$ cat src/rtl/fa_bist_controller.sv
// fa_bist_controller: exhaustive BIST sequencer for a single-bit full adder.
// Walks all eight {a,b,c_in} vectors. Each vector is driven, allowed to settle
// for SETTLE_CYCLES cycles, and then checked against sum = a^b^c_in and
// c_out = majority(a,b,c_in). Failing vectors are counted in err_count.
//
// Parameters:
//   SETTLE_CYCLES    cycles spent in WAIT before sampling the adder (1..15)
// Ports:
//   clk, rst_n       clock, synchronous active-low reset
//   start            run request, honoured in IDLE and DONE only
//   a, b, c_in       registered stimulus, equal to vec_idx (a = MSB) during a run
//   sum, c_out       adder-under-test responses
//   busy             run in progress (DRIVE/WAIT/CHECK)
//   done, pass       run complete; pass = done with no failures
//   err_count        failing vectors in current/last run (0..8)
//   vec_idx          vector currently applied
// Optional build macro FA_BIST_ERRLOG_EN adds:
//   first_fail_vec   index of the first failing vector of the run
//   first_fail_valid first_fail_vec holds a captured value
module fa_bist_controller #(
  parameter int unsigned SETTLE_CYCLES = 1
) (
  input  logic       clk,
  input  logic       rst_n,
  input  logic       start,
  output logic       a,
  output logic       b,
  output logic       c_in,
  input  logic       sum,
  input  logic       c_out,
  output logic       busy,
  output logic       done,
  output logic       pass,
  output logic [3:0] err_count,
`ifdef FA_BIST_ERRLOG_EN
  output logic [2:0] first_fail_vec,
  output logic       first_fail_valid,
`endif
  output logic [2:0] vec_idx
);

  localparam int unsigned VecW    = 3;
  localparam int unsigned ErrW    = 4;
  localparam int unsigned CntW    = 4;
  localparam int unsigned ErrMax  = 8;
  localparam int unsigned LastVec = 7;

  typedef enum logic [2:0] {
    S_IDLE  = 3'd0,
    S_DRIVE = 3'd1,
    S_WAIT  = 3'd2,
    S_CHECK = 3'd3,
    S_DONE  = 3'd4
  } state_t;

  state_t            r_state;
  state_t            w_state_nxt;
  logic [CntW-1:0]   r_settle_cnt;
  logic [CntW-1:0]   w_settle_cnt_nxt;
  logic [VecW-1:0]   r_vec_idx;
  logic [VecW-1:0]   w_vec_idx_nxt;
  logic [VecW-1:0]   r_abc;
  logic [VecW-1:0]   w_abc_nxt;
  logic [ErrW-1:0]   r_err_count;
  logic [ErrW-1:0]   w_err_count_nxt;
  logic              r_busy;
  logic              w_busy_nxt;
  logic              r_done;
  logic              w_done_nxt;
  logic              r_pass;
  logic              w_pass_nxt;
  logic              w_settle_last;
  logic              w_vec_fail;
`ifdef FA_BIST_ERRLOG_EN
  logic [VecW-1:0]   r_ff_vec;
  logic [VecW-1:0]   w_ff_vec_nxt;
  logic              r_ff_valid;
  logic              w_ff_valid_nxt;
`endif

  assign w_settle_last = (r_settle_cnt == CntW'(SETTLE_CYCLES - 1));

  // Golden full-adder comparison on the currently driven vector
  assign w_vec_fail = (sum != (r_abc[2] ^ r_abc[1] ^ r_abc[0])) ||
                      (c_out != ((r_abc[2] & r_abc[1]) | (r_abc[2] & r_abc[0]) |
                                 (r_abc[1] & r_abc[0])));

  // State register
  always_ff @(posedge clk) begin
    if (!rst_n) r_state <= S_IDLE;
    else        r_state <= w_state_nxt;
  end

  // Next-state logic
  always_comb begin
    w_state_nxt = r_state;
    case (r_state)
      S_IDLE, S_DONE: if (start) w_state_nxt = S_DRIVE;
      S_DRIVE:        w_state_nxt = S_WAIT;
      S_WAIT:         if (w_settle_last) w_state_nxt = S_CHECK;
      S_CHECK:        w_state_nxt = (r_vec_idx == VecW'(LastVec)) ? S_DONE : S_DRIVE;
      default:        w_state_nxt = S_IDLE;
    endcase
  end

  // Output / datapath next values; every output is registered from these
  always_comb begin
    w_vec_idx_nxt    = r_vec_idx;
    w_abc_nxt        = r_abc;
    w_err_count_nxt  = r_err_count;
    w_settle_cnt_nxt = r_settle_cnt;
`ifdef FA_BIST_ERRLOG_EN
    w_ff_vec_nxt     = r_ff_vec;
    w_ff_valid_nxt   = r_ff_valid;
`endif
    case (r_state)
      S_IDLE, S_DONE: begin
        if (start) begin
          w_vec_idx_nxt    = '0;
          w_abc_nxt        = '0;
          w_err_count_nxt  = '0;
          w_settle_cnt_nxt = '0;
`ifdef FA_BIST_ERRLOG_EN
          w_ff_vec_nxt     = '0;
          w_ff_valid_nxt   = 1'b0;
`endif
        end
      end
      S_DRIVE: w_settle_cnt_nxt = '0;
      S_WAIT:  if (!w_settle_last) w_settle_cnt_nxt = r_settle_cnt + CntW'(1);
      S_CHECK: begin
        // Saturating count; a vector contributes at most one error
        if (w_vec_fail && (r_err_count < ErrW'(ErrMax)))
          w_err_count_nxt = r_err_count + ErrW'(1);
`ifdef FA_BIST_ERRLOG_EN
        if (w_vec_fail && !r_ff_valid) begin
          w_ff_vec_nxt   = r_vec_idx;
          w_ff_valid_nxt = 1'b1;
        end
`endif
        if (r_vec_idx != VecW'(LastVec)) begin
          w_vec_idx_nxt = r_vec_idx + VecW'(1);
          w_abc_nxt     = r_vec_idx + VecW'(1);
        end
      end
      default: ;
    endcase
    w_busy_nxt = (w_state_nxt == S_DRIVE) || (w_state_nxt == S_WAIT) ||
                 (w_state_nxt == S_CHECK);
    w_done_nxt = (w_state_nxt == S_DONE);
    w_pass_nxt = w_done_nxt && (w_err_count_nxt == '0);
  end

  // Datapath and output registers
  always_ff @(posedge clk) begin
    if (!rst_n) begin
      r_vec_idx    <= '0;
      r_abc        <= '0;
      r_err_count  <= '0;
      r_settle_cnt <= '0;
      r_busy       <= 1'b0;
      r_done       <= 1'b0;
      r_pass       <= 1'b0;
`ifdef FA_BIST_ERRLOG_EN
      r_ff_vec     <= '0;
      r_ff_valid   <= 1'b0;
`endif
    end else begin
      r_vec_idx    <= w_vec_idx_nxt;
      r_abc        <= w_abc_nxt;
      r_err_count  <= w_err_count_nxt;
      r_settle_cnt <= w_settle_cnt_nxt;
      r_busy       <= w_busy_nxt;
      r_done       <= w_done_nxt;
      r_pass       <= w_pass_nxt;
`ifdef FA_BIST_ERRLOG_EN
      r_ff_vec     <= w_ff_vec_nxt;
      r_ff_valid   <= w_ff_valid_nxt;
`endif
    end
  end

  assign a         = r_abc[2];
  assign b         = r_abc[1];
  assign c_in      = r_abc[0];
  assign vec_idx   = r_vec_idx;
  assign err_count = r_err_count;
  assign busy      = r_busy;
  assign done      = r_done;
  assign pass      = r_pass;
`ifdef FA_BIST_ERRLOG_EN
  assign first_fail_vec   = r_ff_vec;
  assign first_fail_valid = r_ff_valid;
`endif

endmodule

$ cat config.mk
export PLATFORM = sky130hd
export DESIGN_NAME = fa_bist_controller
export DESIGN_NICKNAME = d
export VERILOG_FILES = /design/src/rtl/fa_bist_controller.sv
export SDC_FILE = /design/constraint.sdc
export NUM_CORES = 1
export LEC_CHECK = 0
export CORE_ASPECT_RATIO = 1.2
export CORE_UTILIZATION = 28
export DETAILED_ROUTE_END_ITERATION = 12
export GPL_ROUTABILITY_DRIVEN = 0
export PLACE_DENSITY = 0.48
export REMOVE_ABC_BUFFERS = 1
export SLEW_MARGIN = 15
export SYNTH_ARGS = -nofsm -noshare
export SYNTH_HDL_FRONTEND = slang
export SYNTH_SLANG_ARGS = --single-unit
$ cat constraint.sdc
create_clock -name clk -period 4.1 [get_ports clk]
set_input_delay 0.41 -clock clk [delete_from_list [all_inputs] [get_ports clk]]
set_output_delay 0.41 -clock clk [all_outputs]
set_load 0.02 [all_outputs]
Word level (Yosys, flattened, before mapping)
Cells that the tools add are included.
{"block": "op_classes", "n_addsub": 3, "order_cmp": 1, "eq_ne": 15, "mux": 13, "bitwise_logic": 7, "n_reduce_logical": 13}
{"op": "4-bit two-way mux", "n": 4}
{"op": "3-bit two-way mux", "n": 5}
{"op": "3-bit by 2-bit == test with 1-bit output (second input constant)", "n": 4}
{"op": "3-bit case mux with 4 select lines", "n": 1}
{"op": "4-bit case mux with 3 select lines", "n": 1}
{"op": "3-bit == test (second input constant)", "n": 3}
{"op": "4-bit by 1-bit adder with 4-bit output (second input constant)", "n": 2}
{"op": "4-bit zero test", "n": 2}
{"op": "4-bit case mux with 2 select lines", "n": 1}
{"op": "3-bit by 1-bit == test with 1-bit output (second input constant)", "n": 2}
{"op": "2-bit != test (second input constant)", "n": 3}
{"op": "3-bit case mux with 2 select lines", "n": 1}
{"op": "3-bit AND reduction", "n": 2}
{"op": "4-bit less-than comparator (second input constant)", "n": 1}
{"op": "3-bit by 1-bit adder with 3-bit output (second input constant)", "n": 1}
{"op": "1-bit AND", "n": 3}
{"op": "3-bit zero test", "n": 1}
{"op": "1-bit logical OR", "n": 3}
{"op": "3-bit != test (second input constant)", "n": 1}
{"op": "3-bit nonzero test", "n": 1}
{"op": "1-bit logical AND", "n": 2}
{"op": "1-bit != test", "n": 2}
{"op": "1-bit OR", "n": 2}
{"op": "2-bit nonzero test", "n": 1}
{"op": "2 further kinds", "n": 3}
{"block": "word_totals", "ff_bits": 17, "in_bits": 5, "output_inout_bits": 13, "word_cells": 59}

Depth between registers and ports, before layout
{"block": "depth", "word_depth": 10, "mapped_depth": 6, "mapped_depth_nobuf": 6}

Worst setup path before layout
Ideal clock, no wire load.
{"block": "synth_path", "path_type": "register -> register", "start": "reg r_abc[2]", "end": "reg r_pass (netlist: pass)", "setup_ps": 87, "arrival_ps": 1842, "setup_slack_ps": 2171, "stages_incl_launch_ff": 7, "path_buffers": 0, "synth_period_minus_slack_ps": 1929, "cell_sequence": "dfxtp_1 > inv_1 > fa_1 > xnor2_1 > o211ai_2 > mux2i_2 > nor4b_2"}
{"block": "synth_via", "elab_chain_len": 10, "word_cells_on_any_way": 18}
{"element": "from (decl)", "line": "62", "rtl": "logic [VecW-1:0] r_abc;"}
{"element": "from (signal assigned)", "line": "170", "rtl": "r_abc <= w_abc_nxt;"}
{"element": "1-bit AND", "line": "85", "rtl": "(c_out != ((r_abc[2] & r_abc[1]) | (r_abc[2] & r_abc[0]) |"}
{"element": "1-bit OR (2 in series)", "line": "85"}
{"element": "1-bit != test", "line": "85"}
{"element": "1-bit logical OR", "line": "84", "rtl": "assign w_vec_fail = (sum != (r_abc[2] ^ r_abc[1] ^ r_abc[0])) ||"}
{"element": "1-bit logical AND", "line": "133", "rtl": "if (w_vec_fail && (r_err_count < ErrW'(ErrMax)))"}
{"element": "4-bit two-way mux", "line": "133"}
{"element": "4-bit case mux with 2 select lines", "line": "116", "rtl": "case (r_state)"}
{"element": "4-bit zero test", "line": "151", "rtl": "w_pass_nxt = w_done_nxt && (w_err_count_nxt == '0);"}
{"element": "1-bit logical AND *", "line": "151"}
{"element": "to (signal assigned)", "line": "175", "rtl": "r_pass <= w_pass_nxt;"}
{"element": "to (decl)", "line": "70", "rtl": "logic r_pass;"}
Mark *: on every way between the ends. The rest lies on a longest branch, timed or not.
A chain may end at the register's enable or synchronous reset.

Worst setup path after layout
Ends and elaborated chain as after synthesis.

==> flow_summary.ini <==
[placement]
portBuffers = 17
place.detailed.hpwl_microns = 1370
placedInstanceArea_sq_mm = 0.00115

[global_routing]
grtUsageTotal_pct = 10.5
grt_max_degree = 18
grt_pass1_wl_microns = 3060
grt_pass1_vias = 680
antenna_found_initial = 0
use_met2_pct = 16.8
overflow = 0
grt_use_met1_pct = 13.2
top_usage_layer = met2
met3_usage_pct = 2.52

[die]
row_count = 23
io_pins = 18
die-height_microns = 66.8
initial_core_util_pct = 29.4
die-area_sq_mm = 0.00375
core_area_sq_mm = 0.00334
die_width_microns = 56.0

[route]
drt_iter0_markers = 19
drc = 0
vias = 768
dr.pass1.iters = 4
drtAntennaViolNets = 0
wl_per_cell_microns = 12.1
via_per_inst = 4.92
wl_microns = 1880

[final_layout]
diodes = 0
area_growth_pct = 21.6
final_area_sq_mm = 0.00119
fin_nets = 131
drive_gt1_share_pct = 8.40
nFillCells = 349

[timing]
setup_violations = 0
finalCriticalPeriod_ps = 1880
fmax_mhz = 533
hold_violations = 0
finalSetupTns_ps = 0
hold-worst-slack_ps = 492
finalCritPeriodShare_pct = 45.8
drv_slew = 0
rsz0062_at_grt = false
slew_headroom_pct = 62.1
fin_skew_ps = 0.853
worst_pin_slew_ps = 566

[clock_network]
cts_made_buffers = 3
postCtsHoldBufs = 0
cts_setup_buffers = 0
cts_resized = 0
h-tree-depth = 1
cts.sinks = 17
cts.path.max_buffers = 2
cts_tree = done
clk_latency_ps = 240
clk_pin_slew_ps = 70
clock-root-buffer = clkbuf_8

[logic_synthesis]
synth-async-reset-ratio_pct = 0
synth.most_common_cell = dfxtp_1
ys_top_cells_by_count = 17 x dfxtp_1, 8 x nand2_1
synth_area_per_cell_sq_um = 9.34
synth_edf_count = 0
synth_top_cell_area_share_pct = 34.7
yosysUniqueCellTypes = 40
synth_ff_type = dfxtp_1
synth_top_area_cell = dfxtp_1
synth-seq-area-share_pct = 34.7
synth-seq-cells = 17
synthTopCellsByArea = dfxtp_1 35%, ha_1 6.4%, o21a_1 3.8%, buf_4 3.1%, nand2_1 3.1%
synth-warning-count = 0
synth_cells = 105
synthesis.area_sq_um = 981

[setup_path]
rr_endpoint = pass
crit_type = register to register
crit_fanout = 4
crit_arrival_ps = 2040
rrSetupSlack_ps = 2220
start_kind = register
timing.rr.start = r_abc[2]
r2r_cells = 6
endpoint_kind = register
critPathRequiredTime_ps = 4260
crit_path_start = r_abc[2]

[run]
drv_cap = 0

[min_path]
hold_path_depth = 2
min_from = r_settle_cnt[3]
hold_class = register to register
hold_end = r_settle_cnt[3]

[power_and_ir_drop]
leakagePower_uw = 0.000458
powerDensity_mw_per_mm2 = 319
vdd_drop_max_v = 0.000119

[run_status]
status = finished clean
==> worst max-delay path: stages, from the launching register on <==
cell	delay, ps
dfxtp_1	370
inv_1	90
fa_1	490
xnor2_1	280
o211ai_2	130
mux2i_2	180
nor4b_2	260
==> report_power, final <==
part	switching [uW]	internal [uW]	leakage (uW)
Sequential	16.5	172	0.000138
Combinational	36.0	31.9	0.000298
Clock	54.8	68.8	0.0000228
==> flip-flops by register name (all words and copies together), names as in the netlist <==
name          cells
r_state           3
r_settle_cnt      4
pass              1
err_count         4
busy              1
r_abc             3
done              1
==> metrics by stage <==
stage	std cells	power, uW	utilization (%)	setup slack [ps]
floorplan	98	235	-	2030
global placement	152	261	34.4	2190
detailed placement	152	261	34.4	2150
CTS	156	387	35.7	2200
global route	156	402	35.7	2050
finish	156	380	35.7	2220
==> routing by layer <==
metal	vias up	wire length (microns)
met4	0	14
met5	-	0
met2	12	919
met1	358	888
li1	396	-
met3	2	60
==> layout make-up <==
type / count / area (sq um) / area share (%)
Inverter: 5 / 18.8 / 1.57
Multi-Input combinational cell: 76 / 572 / 48.0
Sequential cell: 17 / 340 / 28.5
Timing Repair Buffer: 17 / 170 / 14.3
Tap cell: 37 / 46.3 / 3.88
Clock buffer: 4 / 45.0 / 3.78
==> cell families after synthesis <==
| group | after synthesis | synth area share [%] |
|---|---|---|
| compound gates | 20 | 14.9 |
| mux | 3 | 3.44 |
| flops | 17 | 34.7 |
| xor+xnor | 3 | 2.68 |
| simple gates | 44 | 28.8 |
| fa+ha+maj | 6 | 8.42 |
| buf+inv | 12 | 7.01 |
==> layout by cell type (no fill, tap or decap), types with 2 or more instances in the layout <==
cell type / instances
nand2_1: 8
nor2_1: 5
clkdlybuf4s50_1: 17
o21ai_0: 2
ha_1: 5
inv_1: 5
nor3_1: 3
o21a_1: 5
a31oi_1: 3
dfxtp_1: 17
and4bb_1: 2
nand3_1: 2
xnor2_1: 3
and3_1: 4
a21oi_1: 2
and2_1: 3
nor2b_1: 3
nor3b_2: 2
or3_1: 2
clkbuf_8: 3
mux2i_1: 2
a21boi_1: 2
nand2b_1: 3
==> worst max path at each step <==
stage / end / depth (start not counted) / slack (ps)
floorplan: pass / 6 / 2030
global placement: pass / 5 / 2190
detailed placement: pass / 5 / 2150
CTS: pass / 6 / 2200
global route: pass / 6 / 2050
finish: pass / 6 / 2220
Power figures use the tool's default switching activity.
